==> config.mk <==
export PLATFORM = sky130hd
export DESIGN_NAME = tree_encoder_pipe
export DESIGN_NICKNAME = d
export VERILOG_FILES = /design/src/rtl/tree_encoder_pipe.sv
export SDC_FILE = /design/constraint.sdc
export NUM_CORES = 1
export LEC_CHECK = 0
export BUFFER_PORTS_ARGS = -buffer_cell sky130_fd_sc_hd__buf_2
export CAP_MARGIN = 0
export CORE_UTILIZATION = 34
export DETAILED_ROUTE_END_ITERATION = 10
export SLEW_MARGIN = 40
export SYNTH_ARGS = -nofsm -noshare
export SYNTH_HDL_FRONTEND = slang
export SYNTH_SLANG_ARGS = --single-unit
==> constraint.sdc <==
create_clock -name clock -period 5.7 [get_ports clock]
set_input_delay 1.14 -clock clock [delete_from_list [all_inputs] [get_ports clock]]
set_output_delay 1.14 -clock clock [all_outputs]
set_load 0.01 [all_outputs]
==> src/rtl/tree_encoder_pipe.sv <==
`default_nettype none
// ============================================================================
// Module   : tree_encoder_pipe
// Brief    : Pipelined binary comparison tree that finds the highest-priority
//            window of a flat priority bus. One tree level per clock, so a
//            sample appears on the outputs LOGW clocks after it is accepted.
//            Ties resolve to the lower window index. A saturating 16-bit
//            counter tracks how many results carried a nonzero priority.
// Config   : define TREE_ENCODER_PIPE_THRESH_EN to add the pri_thresh input;
//            windows below the threshold enter the tree as priority 0.
// Revision : 1.0 - initial release
// ============================================================================
module tree_encoder_pipe #(
  parameter int NWIN     = 16,
  parameter int PRI_BITS = 4
) (
  input  logic                       clock,
  input  logic                       reset,
  input  logic [NWIN*PRI_BITS-1:0]   win_pri,
  input  logic                       valid_in,
  input  logic                       flush,
  input  logic                       cnt_clr,
`ifdef TREE_ENCODER_PIPE_THRESH_EN
  input  logic [PRI_BITS-1:0]        pri_thresh,
`endif
  output logic [$clog2(NWIN)-1:0]    best_win,
  output logic [PRI_BITS-1:0]        best_pri,
  output logic                       best_vld,
  output logic [15:0]                hit_cnt
);

  localparam int LOGW  = $clog2(NWIN);
  localparam int NNODE = 2 * NWIN;

  // Tree nodes are numbered heap-style: node 1 is the root (the output
  // register), node k has children 2k (lower windows) and 2k+1 (upper
  // windows), and window i is the leaf at node NWIN+i. Indices are kept
  // full width with not-yet-decided upper bits at zero.
  logic [PRI_BITS-1:0] node_pri_d [1:NWIN-1];
  logic [PRI_BITS-1:0] node_pri_q [1:NWIN-1];
  logic [LOGW-1:0]     node_idx_d [1:NWIN-1];
  logic [LOGW-1:0]     node_idx_q [1:NWIN-1];

  // Children as seen by every node: registered internal nodes plus leaves.
  logic [PRI_BITS-1:0] all_pri [2:NNODE-1];
  logic [LOGW-1:0]     all_idx [2:NNODE-1];

  // vld bit j is the valid of tree level j+1; the top bit is best_vld.
  logic [LOGW-1:0]     vld_d;
  logic [LOGW-1:0]     vld_q;

  logic [15:0]         hit_cnt_d;
  logic [15:0]         hit_cnt_q;

  // Gather leaves (optionally thresholded) and registered nodes into one view.
  always_comb begin
    for (int k = 2; k < NNODE; k++) begin
      all_pri[k] = '0;
      all_idx[k] = '0;
    end
    for (int k = 2; k < NWIN; k++) begin
      all_pri[k] = node_pri_q[k];
      all_idx[k] = node_idx_q[k];
    end
    for (int i = 0; i < NWIN; i++) begin
      all_pri[NWIN+i] = win_pri[i*PRI_BITS +: PRI_BITS];
`ifdef TREE_ENCODER_PIPE_THRESH_EN
      if (win_pri[i*PRI_BITS +: PRI_BITS] < pri_thresh) begin
        all_pri[NWIN+i] = '0;
      end
`endif
    end
  end

  // Each node keeps the upper child only on a strict win and records the
  // decision as the index bit belonging to its tree level.
  always_comb begin
    for (int k = 1; k < NWIN; k++) begin
      if (all_pri[2*k+1] > all_pri[2*k]) begin
        node_pri_d[k] = all_pri[2*k+1];
        node_idx_d[k] = all_idx[2*k+1] | (LOGW'(1) << (LOGW - $clog2(k + 1)));
      end else begin
        node_pri_d[k] = all_pri[2*k];
        node_idx_d[k] = all_idx[2*k];
      end
    end
    // The root is the visible result, so it only moves on a valid result.
    if (!vld_d[LOGW-1]) begin
      node_pri_d[1] = node_pri_q[1];
      node_idx_d[1] = node_idx_q[1];
    end
  end

  // Valid shift chain; flush kills every in-flight sample including the input.
  always_comb begin
    vld_d[0] = valid_in & ~flush;
    for (int j = 1; j < LOGW; j++) begin
      vld_d[j] = vld_q[j-1] & ~flush;
    end
  end

  // Saturating hit counter; a clear always beats an increment.
  always_comb begin
    hit_cnt_d = hit_cnt_q;
    if (cnt_clr) begin
      hit_cnt_d = '0;
    end else if (vld_q[LOGW-1] && (node_pri_q[1] != '0) && (hit_cnt_q != 16'hFFFF)) begin
      hit_cnt_d = hit_cnt_q + 16'd1;
    end
  end

  // All pipeline, result and counter state.
  always_ff @(posedge clock or posedge reset) begin
    if (reset) begin
      vld_q     <= '0;
      hit_cnt_q <= '0;
      for (int k = 1; k < NWIN; k++) begin
        node_pri_q[k] <= '0;
        node_idx_q[k] <= '0;
      end
    end else begin
      vld_q     <= vld_d;
      hit_cnt_q <= hit_cnt_d;
      for (int k = 1; k < NWIN; k++) begin
        node_pri_q[k] <= node_pri_d[k];
        node_idx_q[k] <= node_idx_d[k];
      end
    end
  end

  assign best_win = node_idx_q[1];
  assign best_pri = node_pri_q[1];
  assign best_vld = vld_q[LOGW-1];
  assign hit_cnt  = hit_cnt_q;

endmodule
`default_nettype wire

# After elaboration in Yosys (flattened, before gate mapping)
# Cells that the tools add are included.
# word_totals
ff_bits,124
latchBits,0
ram_bits,0
romBits,0
inputBits,69
out_inout_bits,25
memories,0
# classes
add_sub_neg,1
n_mul,0
n_div,0
magnitude_cmp,15
n_eq_ne,1
n_shift,0
muxes,32
n_bitwise,5
n_reduce_logical,4
# op_table
op,n
$mux 4,19
$gt 4x4->1,15
$mux 16,2
$add 16x1->16 const B,1
$ne 16x16->1 const B,1
$mux 1,8
$and 1x1->1,4
$mux 2,2
$reduce_bool 4->1,1
$mux 3,1
$logic_and 1x1->1,2
$reduce_bool 2->1,1
$not 1->1,1

# Logic depth before layout (Yosys ltp)
# Gate-level depths: netlist of run 1.
# logic_depth
ltp_word,5
ltp_mapped,7

# Least setup slack after synthesis of run 1
# Ideal clock, no wire load.
# synth_timing
kind,input to register
startpoint,in win_pri[51]
endpoint,reg node_pri_q (netlist bit all_pri[70])
setup_ps,147
t_arrival_ps,2264
path_slack_ps,3289
stages,7
path_cell_list,inv_1 > ha_1 > nand4_1 > clkbuf_1 > nor2_1 > a31oi_1 > o311ai_0
# synth_rtl
element,line_no,text
start: declaration,19,"input logic [NWIN*PRI_BITS-1:0] win_pri,"
end signal: indexed assignment,125,node_pri_q[k] <= node_pri_d[k];
end: declaration,40,logic [PRI_BITS-1:0] node_pri_q [1:NWIN-1];

==> impl_metrics.xml, run 1 <==
<?xml version="1.0" encoding="UTF-8"?>
<metrics>
  <group name="outcome">
    <metric name="status" unit="">finished clean</metric>
  </group>
  <group name="synthesis">
    <metric name="postSynthCellCount" unit="">746</metric>
    <metric name="compound_cell_area_share_of_the_yosys_netlist" unit="%">31.08</metric>
    <metric name="synth_edf_count" unit="">0</metric>
    <metric name="synth_simple_gate_area_share" unit="%">12.89</metric>
    <metric name="synth.yosys.seq_area_share" unit="%">37.96</metric>
    <metric name="synth_area_per_cell" unit="um2">9.367</metric>
    <metric name="synth_largest_area_cell" unit="">sky130_fd_sc_hd__dfrtp_1</metric>
    <metric name="postSynth.asyncResetShare" unit="%">100.0</metric>
    <metric name="yosys_warnings" unit="">0</metric>
    <metric name="mux_cell_area_share_after_synthesis" unit="%">0.4834</metric>
    <metric name="synth.cell_area" unit="mm2">0.006988</metric>
    <metric name="post_syn_nets" unit="">876</metric>
    <metric name="adder_cell_share_of_the_synthesized_area" unit="%">10.92</metric>
    <metric name="synth-main-ff-cell" unit="">sky130_fd_sc_hd__dfrtp_1</metric>
    <metric name="commonest_cells_in_the_netlist" unit="">sky130_fd_sc_hd__dfrtp_1 (106), sky130_fd_sc_hd__inv_1 (86), sky130_fd_sc_hd__nor2_1 (76), sky130_fd_sc_hd__a31oi_1 (65), sky130_fd_sc_hd__o2111ai_1 (65)</metric>
    <metric name="synth_top_family_by_area" unit="">compound AO/OA/AOI/OAI gates</metric>
    <metric name="yosys.area_share.xor_xnor" unit="%">0</metric>
    <metric name="ys_ff_latch" unit="">106</metric>
    <metric name="synthTopCellsByArea" unit="">sky130_fd_sc_hd__dfrtp_1 (38%), sky130_fd_sc_hd__ha_1 (11%), sky130_fd_sc_hd__o2111ai_1 (8.1%), sky130_fd_sc_hd__o311ai_0 (8.0%), sky130_fd_sc_hd__a31oi_1 (5.8%)</metric>
    <metric name="netlist.area_leader.share" unit="%">37.96</metric>
    <metric name="yosysMostFrequentCell" unit="">sky130_fd_sc_hd__dfrtp_1</metric>
    <metric name="synth.distinct_cells" unit="">40</metric>
  </group>
  <group name="die">
    <metric name="initial_core_util" unit="%">34.65</metric>
    <metric name="die_height" unit="um">145.4</metric>
    <metric name="fp.coreArea" unit="mm2">0.02017</metric>
    <metric name="die_x" unit="um">145.4</metric>
    <metric name="top_level_ports" unit="">94</metric>
    <metric name="fp-row-count" unit="">52</metric>
    <metric name="fp.dieArea" unit="mm2">0.02113</metric>
  </group>
  <group name="timing">
    <metric name="worst_pin_slew" unit="ns">0.7010</metric>
    <metric name="timing.final.max_slew_violations" unit="">0</metric>
    <metric name="maxClockFrequency" unit="MHz">417.8</metric>
    <metric name="setup-violations-final" unit="">0</metric>
    <metric name="post-route-min-period" unit="ns">2.393</metric>
    <metric name="final_hold_violation_count" unit="">0</metric>
    <metric name="worst_clock_skew" unit="ns">0.01061</metric>
    <metric name="post_route_setup_tns" unit="ns">0</metric>
    <metric name="timing.slew.headroom" unit="%">53.13</metric>
    <metric name="post-route-period-util" unit="%">41.99</metric>
    <metric name="grt_setup_unrepaired" unit="">no</metric>
  </group>
  <group name="clock_network">
    <metric name="cts_post_setup_buffers_inserted" unit="">0</metric>
    <metric name="clkLatencyLatePin" unit="ns">0.35</metric>
    <metric name="cts_made_buffers" unit="">9</metric>
    <metric name="post_cts_resize_count" unit="">0</metric>
    <metric name="clk_pin_slew" unit="ns">0.06</metric>
    <metric name="cts.path.max_buffers" unit="">2</metric>
    <metric name="tritoncts" unit="">yes</metric>
    <metric name="cts_htree_levels" unit="">3</metric>
    <metric name="cts_hold_fix_bufs" unit="">0</metric>
    <metric name="numClockSinks" unit="">106</metric>
    <metric name="cts.root.buffer_cell" unit="">sky130_fd_sc_hd__clkbuf_16</metric>
  </group>
  <group name="pwr">
    <metric name="power.share.combinational" unit="%">38.3</metric>
    <metric name="power.share.switching" unit="%">36.87</metric>
    <metric name="power.density" unit="mW/mm2">343.4</metric>
    <metric name="vdd.ir_drop.worst" unit="uV">145.9</metric>
    <metric name="internal-power" unit="mW">1.725</metric>
    <metric name="p_leak" unit="nW">3.463</metric>
    <metric name="seq_power_share" unit="%">39.4</metric>
    <metric name="clkPwrFrac" unit="%">22.3</metric>
    <metric name="finalPower" unit="mW">2.732</metric>
    <metric name="net-switching-power" unit="mW">1.007</metric>
  </group>
  <group name="worst_setup_path">
    <metric name="r2r_start" unit="">all_pri[99]$_DFF_PP0_</metric>
    <metric name="launching_instance_or_port_of_the_critical_path" unit="">win_pri[19]</metric>
    <metric name="worstPathMaxFanout" unit="">13</metric>
    <metric name="worstSetupPathType" unit="">input pin to register</metric>
    <metric name="critical_path_arrival" unit="ns">2.58</metric>
    <metric name="critPathLaunchType" unit="">input pin</metric>
    <metric name="end_kind" unit="">register</metric>
    <metric name="worstPathRequired" unit="ns">5.88</metric>
  </group>
  <group name="worst_hold_path">
    <metric name="hold_path_startpoint" unit="">vld_q[1]$_DFF_PP0_</metric>
    <metric name="worst_hold_path_type" unit="">register to register</metric>
  </group>
  <group name="detailed_routing">
    <metric name="drt_pre_antenna_iters" unit="">5</metric>
    <metric name="detail_route.iter0.violations" unit="">308</metric>
    <metric name="routed.top_layer" unit="">met5</metric>
    <metric name="wire_per_inst" unit="um">13.65</metric>
    <metric name="met3_length" unit="um">498</metric>
    <metric name="detailroute.wirelength.met2" unit="um">6986</metric>
    <metric name="drt.antenna.violating_nets" unit="">0</metric>
    <metric name="route.layer.met1.wl" unit="um">7134</metric>
    <metric name="detailroute.via_count" unit="">6128</metric>
    <metric name="detail_route.drc_violations" unit="">0</metric>
    <metric name="postRouteWirelength" unit="um">14880</metric>
    <metric name="drt-vias-per-instance" unit="">5.622</metric>
  </group>
  <group name="global_routing">
    <metric name="grt_pass1_wl" unit="um">25930</metric>
    <metric name="via_count_of_the_first_global_routing_pass" unit="">5671</metric>
    <metric name="grt-ovfl-total" unit="">0</metric>
    <metric name="grt.total_usage" unit="%">14.52</metric>
    <metric name="antenna_violations_before_repair" unit="">1</metric>
    <metric name="largest_net_degree_at_the_start_of_global_routing" unit="">70</metric>
  </group>
  <group name="placed_design">
    <metric name="dpl-instance-area" unit="mm2">0.007669</metric>
    <metric name="port-buffer-count" unit="">93</metric>
    <metric name="dpl.cell_count" unit="">1075</metric>
    <metric name="gp_congestion" unit="">0.7662</metric>
    <metric name="dp_hpwl" unit="um">10940</metric>
  </group>
  <group name="finish">
    <metric name="finish.instance_area" unit="mm2">0.007956</metric>
    <metric name="finalCoreUtilization" unit="%">39.45</metric>
    <metric name="instances_no_fill" unit="">1090</metric>
    <metric name="antenna_cells" unit="">0</metric>
    <metric name="drive_gt1_share" unit="%">14.88</metric>
    <metric name="area_added_between_synthesis_and_finish" unit="%">13.86</metric>
    <metric name="finalNetCount" unit="">946</metric>
  </group>
  <group name="job">
    <metric name="max_cap_violations" unit="">0</metric>
  </group>
</metrics>
## layout make-up
cell class,count,area (um2)
sequential,106,2653
inverter,86,327.8
multi-input combinational,518,3870
clock buffer,13,250.2
clock inverter,2,37.54
fill,2042,12210
timing repair buffer,95,480.5
tap,270,337.8
## cell families (layout without fill, tap and decap cells)
| logic type | Yosys count | after routing |
|---|---|---|
| buffers and inverters | 122 | 196 |
| DFF | 106 | 106 |
| AOI/OAI and AO/OA | 281 | 281 |
| adders and majority gates | 61 | 61 |
| and+or+nand+nor | 173 | 173 |
| muxes | 3 | 3 |
## cell usage in the layout, fill, tap and decap left out, types with 3 or more instances in the layout
master and count:
sky130_fd_sc_hd__inv_1 85, sky130_fd_sc_hd__dfrtp_1 106, sky130_fd_sc_hd__o221a_2 6, sky130_fd_sc_hd__nor3_1 3
sky130_fd_sc_hd__nand3_1 8, sky130_fd_sc_hd__a31oi_1 65, sky130_fd_sc_hd__o21a_1 43, sky130_fd_sc_hd__o21ai_0 6
sky130_fd_sc_hd__or3_1 7, sky130_fd_sc_hd__o2111ai_1 65, sky130_fd_sc_hd__nand4_1 19, sky130_fd_sc_hd__o311ai_0 64
sky130_fd_sc_hd__clkbuf_1 3, sky130_fd_sc_hd__nor2_1 76, sky130_fd_sc_hd__and3b_1 5, sky130_fd_sc_hd__buf_2 93
sky130_fd_sc_hd__o31ai_1 11, sky130_fd_sc_hd__clkbuf_16 9, sky130_fd_sc_hd__ha_1 61, sky130_fd_sc_hd__nor2b_1 19
sky130_fd_sc_hd__or4_1 7, sky130_fd_sc_hd__a21oi_1 14, sky130_fd_sc_hd__nor4_1 5, sky130_fd_sc_hd__mux2_2 3
sky130_fd_sc_hd__nand2_1 13
## per-stage QoR
stage                     hold slack [ns]  setup slack [ns]
after floorplan                    0.4385             1.771
after global placement             0.4444             3.002
after detailed placement           0.4501             2.961
after CTS                          0.4642             3.338
after global routing               0.4809             3.156
final                              0.4626             3.307
## path summary, 6_finish.rpt
check / to / slack [ns] / cells after the start
worst max-delay path: all_pri[84]$_DFF_PP0_ / 3.31 / 6
worst min-delay path: vld_q[2]$_DFF_PP0_ / 0.46 / 1
worst max register to register: all_pri[115]$_DFF_PP0_ / 3.45 / 4
worst min register to register: vld_q[2]$_DFF_PP0_ / 0.46 / 1
max in group asynchronous: all_idx[88]$_DFF_PP0_ / 3.89 / 3
min in group asynchronous: all_pri[95]$_DFF_PP0_ / 0.89 / 2
## power by group through the flow
| stage | Sequential [mW] | Combinational [mW] | Clock [mW] |
|---|---|---|---|
| global placement | 1.09 | 1.03 | 0 |
| floorplan | 1.06 | 0.784 | 0 |
| global route | 1.11 | 1.19 | 0.662 |
| finish | 1.08 | 1.05 | 0.609 |
| CTS | 1.08 | 1.05 | 0.635 |
| detailed placement | 1.09 | 1.05 | 0 |
## critical path, stage by stage
cell and delay [ns]:
sky130_fd_sc_hd__buf_2 0.09, sky130_fd_sc_hd__inv_1 0.06, sky130_fd_sc_hd__ha_1 0.38, sky130_fd_sc_hd__nand4_1 0.42, sky130_fd_sc_hd__a31oi_1 0.29, sky130_fd_sc_hd__o311ai_0 0.18
## per-layer routing
metal | vias to the layer above | global-route usage, %
met5 | - | 0
met4 | 2 | 4.526
met3 | 23 | 3.103
met2 | 118 | 24.57
met1 | 2888 | 18.51
li1 | 3097 | -
## flip-flops by register name (all words and copies together), names as in the netlist
name and count:
best_pri 4, vld_q 4, best_win 4, all_idx 22, hit_cnt 16, all_pri 56
Note: power is estimated with default switching activity, not from simulation.
==> inputs of run 2 (changes only) <==
==> constraint.sdc (replaced) <==
create_clock -name clock -period 2.3 [get_ports clock]
set_input_delay 0.46 -clock clock [delete_from_list [all_inputs] [get_ports clock]]
set_output_delay 0.46 -clock clock [all_outputs]
set_load 0.01 [all_outputs]
==> impl_metrics.xml, run 2 (synthesized netlist as in run 1, its figures left out) <==
<?xml version="1.0" encoding="UTF-8"?>
<metrics>
  <group name="worst_setup_path">
    <metric name="worstSetupPathType" unit="">register to register</metric>
    <metric name="worstPathRequired" unit="ns">2.54</metric>
    <metric name="worstPathMaxFanout" unit="">6</metric>
    <metric name="critical_path_arrival" unit="ns">2.19</metric>
    <metric name="end_kind" unit="">register</metric>
    <metric name="cp_bufs_invs" unit="">0</metric>
    <metric name="critPathLaunchType" unit="">register</metric>
    <metric name="setup.reg_to_reg.worst_slack" unit="ns">0.34</metric>
    <metric name="crit_chain" unit="">ha_1, nand4_1, or2_1, nor4_1, mux2_2</metric>
    <metric name="cp_slowest_stage_delay" unit="ns">0.40</metric>
    <metric name="worst_path_slowest_cell" unit="">sky130_fd_sc_hd__dfrtp_1</metric>
    <metric name="cp_top_family" unit="">simple AND/OR/NAND/NOR gates</metric>
  </group>
  <group name="detailed_routing">
    <metric name="detail_route.iter0.violations" unit="">291</metric>
    <metric name="drt.antenna.violating_nets" unit="">0</metric>
    <metric name="postRouteWirelength" unit="um">14820</metric>
    <metric name="drt-vias-per-instance" unit="">5.535</metric>
    <metric name="wire_per_inst" unit="um">13.37</metric>
    <metric name="detailroute.via_count" unit="">6138</metric>
    <metric name="drt_pre_antenna_iters" unit="">4</metric>
    <metric name="detail_route.drc_violations" unit="">0</metric>
  </group>
  <group name="clock_network">
    <metric name="clk_pin_slew" unit="ns">0.07</metric>
    <metric name="cts_post_setup_buffers_inserted" unit="">0</metric>
    <metric name="numClockSinks" unit="">106</metric>
    <metric name="post_cts_resize_count" unit="">0</metric>
    <metric name="cts.path.max_buffers" unit="">2</metric>
    <metric name="tritoncts" unit="">yes</metric>
    <metric name="cts_htree_levels" unit="">3</metric>
    <metric name="cts.root.buffer_cell" unit="">sky130_fd_sc_hd__clkbuf_16</metric>
    <metric name="cts_hold_fix_bufs" unit="">0</metric>
    <metric name="cts_made_buffers" unit="">9</metric>
    <metric name="clkLatencyLatePin" unit="ns">0.35</metric>
  </group>
  <group name="die">
    <metric name="top_level_ports" unit="">94</metric>
    <metric name="die_height" unit="um">145.4</metric>
    <metric name="fp-row-count" unit="">52</metric>
    <metric name="fp.dieArea" unit="mm2">0.02113</metric>
    <metric name="die_x" unit="um">145.4</metric>
    <metric name="fp.coreArea" unit="mm2">0.02017</metric>
    <metric name="initial_core_util" unit="%">34.65</metric>
  </group>
  <group name="placed_design">
    <metric name="post-place-ws" unit="ns">0.3004</metric>
    <metric name="gp_congestion" unit="">0.7981</metric>
    <metric name="port-buffer-count" unit="">93</metric>
    <metric name="dpl-instance-area" unit="mm2">0.007815</metric>
    <metric name="dp_hpwl" unit="um">10840</metric>
  </group>
  <group name="timing">
    <metric name="maxClockFrequency" unit="MHz">510.7</metric>
    <metric name="worst_pin_slew" unit="ns">0.5426</metric>
    <metric name="worst_clock_skew" unit="ns">0.007310</metric>
    <metric name="post-route-min-period" unit="ns">1.958</metric>
    <metric name="timing.slew.headroom" unit="%">63.83</metric>
    <metric name="timing.final.max_slew_violations" unit="">0</metric>
    <metric name="post_route_setup_tns" unit="ns">0</metric>
    <metric name="final.setup.worst_slack" unit="ns">0.3421</metric>
    <metric name="setup-violations-final" unit="">0</metric>
    <metric name="final_hold_violation_count" unit="">0</metric>
    <metric name="grt_setup_unrepaired" unit="">no</metric>
    <metric name="post-route-period-util" unit="%">85.13</metric>
  </group>
  <group name="finish">
    <metric name="nFillCells" unit="">2020</metric>
    <metric name="finalNetCount" unit="">964</metric>
    <metric name="layout_commonest_cell" unit="">sky130_fd_sc_hd__dfrtp_1</metric>
    <metric name="finish.instance_area" unit="mm2">0.008119</metric>
    <metric name="most_frequent_cells_in_the_layout" unit="">sky130_fd_sc_hd__dfrtp_1 (106), sky130_fd_sc_hd__buf_2 (93), sky130_fd_sc_hd__inv_1 (85)</metric>
    <metric name="drive_gt1_share" unit="%">17.16</metric>
    <metric name="finalCoreUtilization" unit="%">40.25</metric>
    <metric name="number_of_flip_flops_under_the_largest_register_name" unit="">56</metric>
    <metric name="antenna_cells" unit="">0</metric>
    <metric name="area_added_between_synthesis_and_finish" unit="%">16.19</metric>
  </group>
  <group name="pwr">
    <metric name="p_leak" unit="nW">3.538</metric>
    <metric name="vdd.ir_drop.worst" unit="uV">340.7</metric>
    <metric name="power.density" unit="mW/mm2">847.3</metric>
  </group>
  <group name="global_routing">
    <metric name="via_count_of_the_first_global_routing_pass" unit="">5580</metric>
    <metric name="antenna_violations_before_repair" unit="">0</metric>
    <metric name="grt.total_usage" unit="%">14.36</metric>
    <metric name="grt_pass1_wl" unit="um">25670</metric>
    <metric name="largest_net_degree_at_the_start_of_global_routing" unit="">107</metric>
    <metric name="grt-ovfl-total" unit="">0</metric>
  </group>
  <group name="job">
    <metric name="max_cap_violations" unit="">0</metric>
  </group>
  <group name="outcome">
    <metric name="status" unit="">finished clean</metric>
  </group>
  <group name="worst_hold_path">
    <metric name="worst_hold_path_type" unit="">input pin to asynchronous set/reset pin</metric>
  </group>
</metrics>
==> run 2: changes by cell type in the layout (fill, tap and decap cells not counted), sizes merged <==
cell	change
buf	+18
clkbuf	-4
clkinvlp	+5
==> run 2: routing by layer <==
| layer | share of wire (%) | GRT usage (%) | vias up | routed length, um |
|---|---|---|---|---|
| met1 | 48 | 18.92 | 2889 | 7144 |
| li1 | - | - | 3130 | - |
| met2 | 47 | 23.92 | 107 | 7037 |
| met3 | 3.0 | 2.759 | 12 | 448 |
| met5 | 0 | 0 | - | 0 |
| met4 | 1.3 | 4.263 | 0 | 192 |
==> run 2: worst min-delay path: stages <==
cell and delay [ns]:
sky130_fd_sc_hd__buf_2 0.11, sky130_fd_sc_hd__clkinvlp_4 0.07, sky130_fd_sc_hd__buf_12 0.42
==> run 2: worst paths after layout <==
kind / start / endpoint / cells after the start
worst max-delay path: hit_cnt[0]$_DFFE_PP0P_ / hit_cnt[10]$_DFFE_PP0P_ / 5
worst min-delay path: reset / all_pri[83]$_DFF_PP0_ / 3
worst max register to register: hit_cnt[0]$_DFFE_PP0P_ / hit_cnt[10]$_DFFE_PP0P_ / 5
worst min register to register: vld_q[1]$_DFF_PP0_ / vld_q[2]$_DFF_PP0_ / 1
max in group asynchronous: reset / all_pri[94]$_DFF_PP0_ / 3
min in group clock: flush / vld_q[1]$_DFF_PP0_ / 2
==> run 2: final cells by class <==
type	count	area (um2)	area share, %
multi-input combinational	518	3870	47.67
sequential	106	2653	32.67
timing repair buffer	113	628.1	7.736
tap	270	337.8	4.161
inverter	86	326.6	4.022
clock buffer	9	225.2	2.774
clock inverter	7	78.83	0.9709
==> run 2: report_power, final <==
group	leakage, nW	switching [mW]	internal [mW]
Combinational	2.09	1.54	1.12
Sequential	1.32	0.324	2.36
Clock	0.132	0.694	0.850
==> run 2: metrics by stage <==
stage / hold WS (ns) / power [mW] / cells
CTS: 0.3022 / 6.949 / 1109
global placement: 0.4400 / 5.340 / 1093
finish: 0.2817 / 6.880 / 1109
floorplan: 0.4385 / 4.576 / 746
global route: 0.3191 / 7.466 / 1109
detailed placement: 0.4532 / 5.363 / 1093
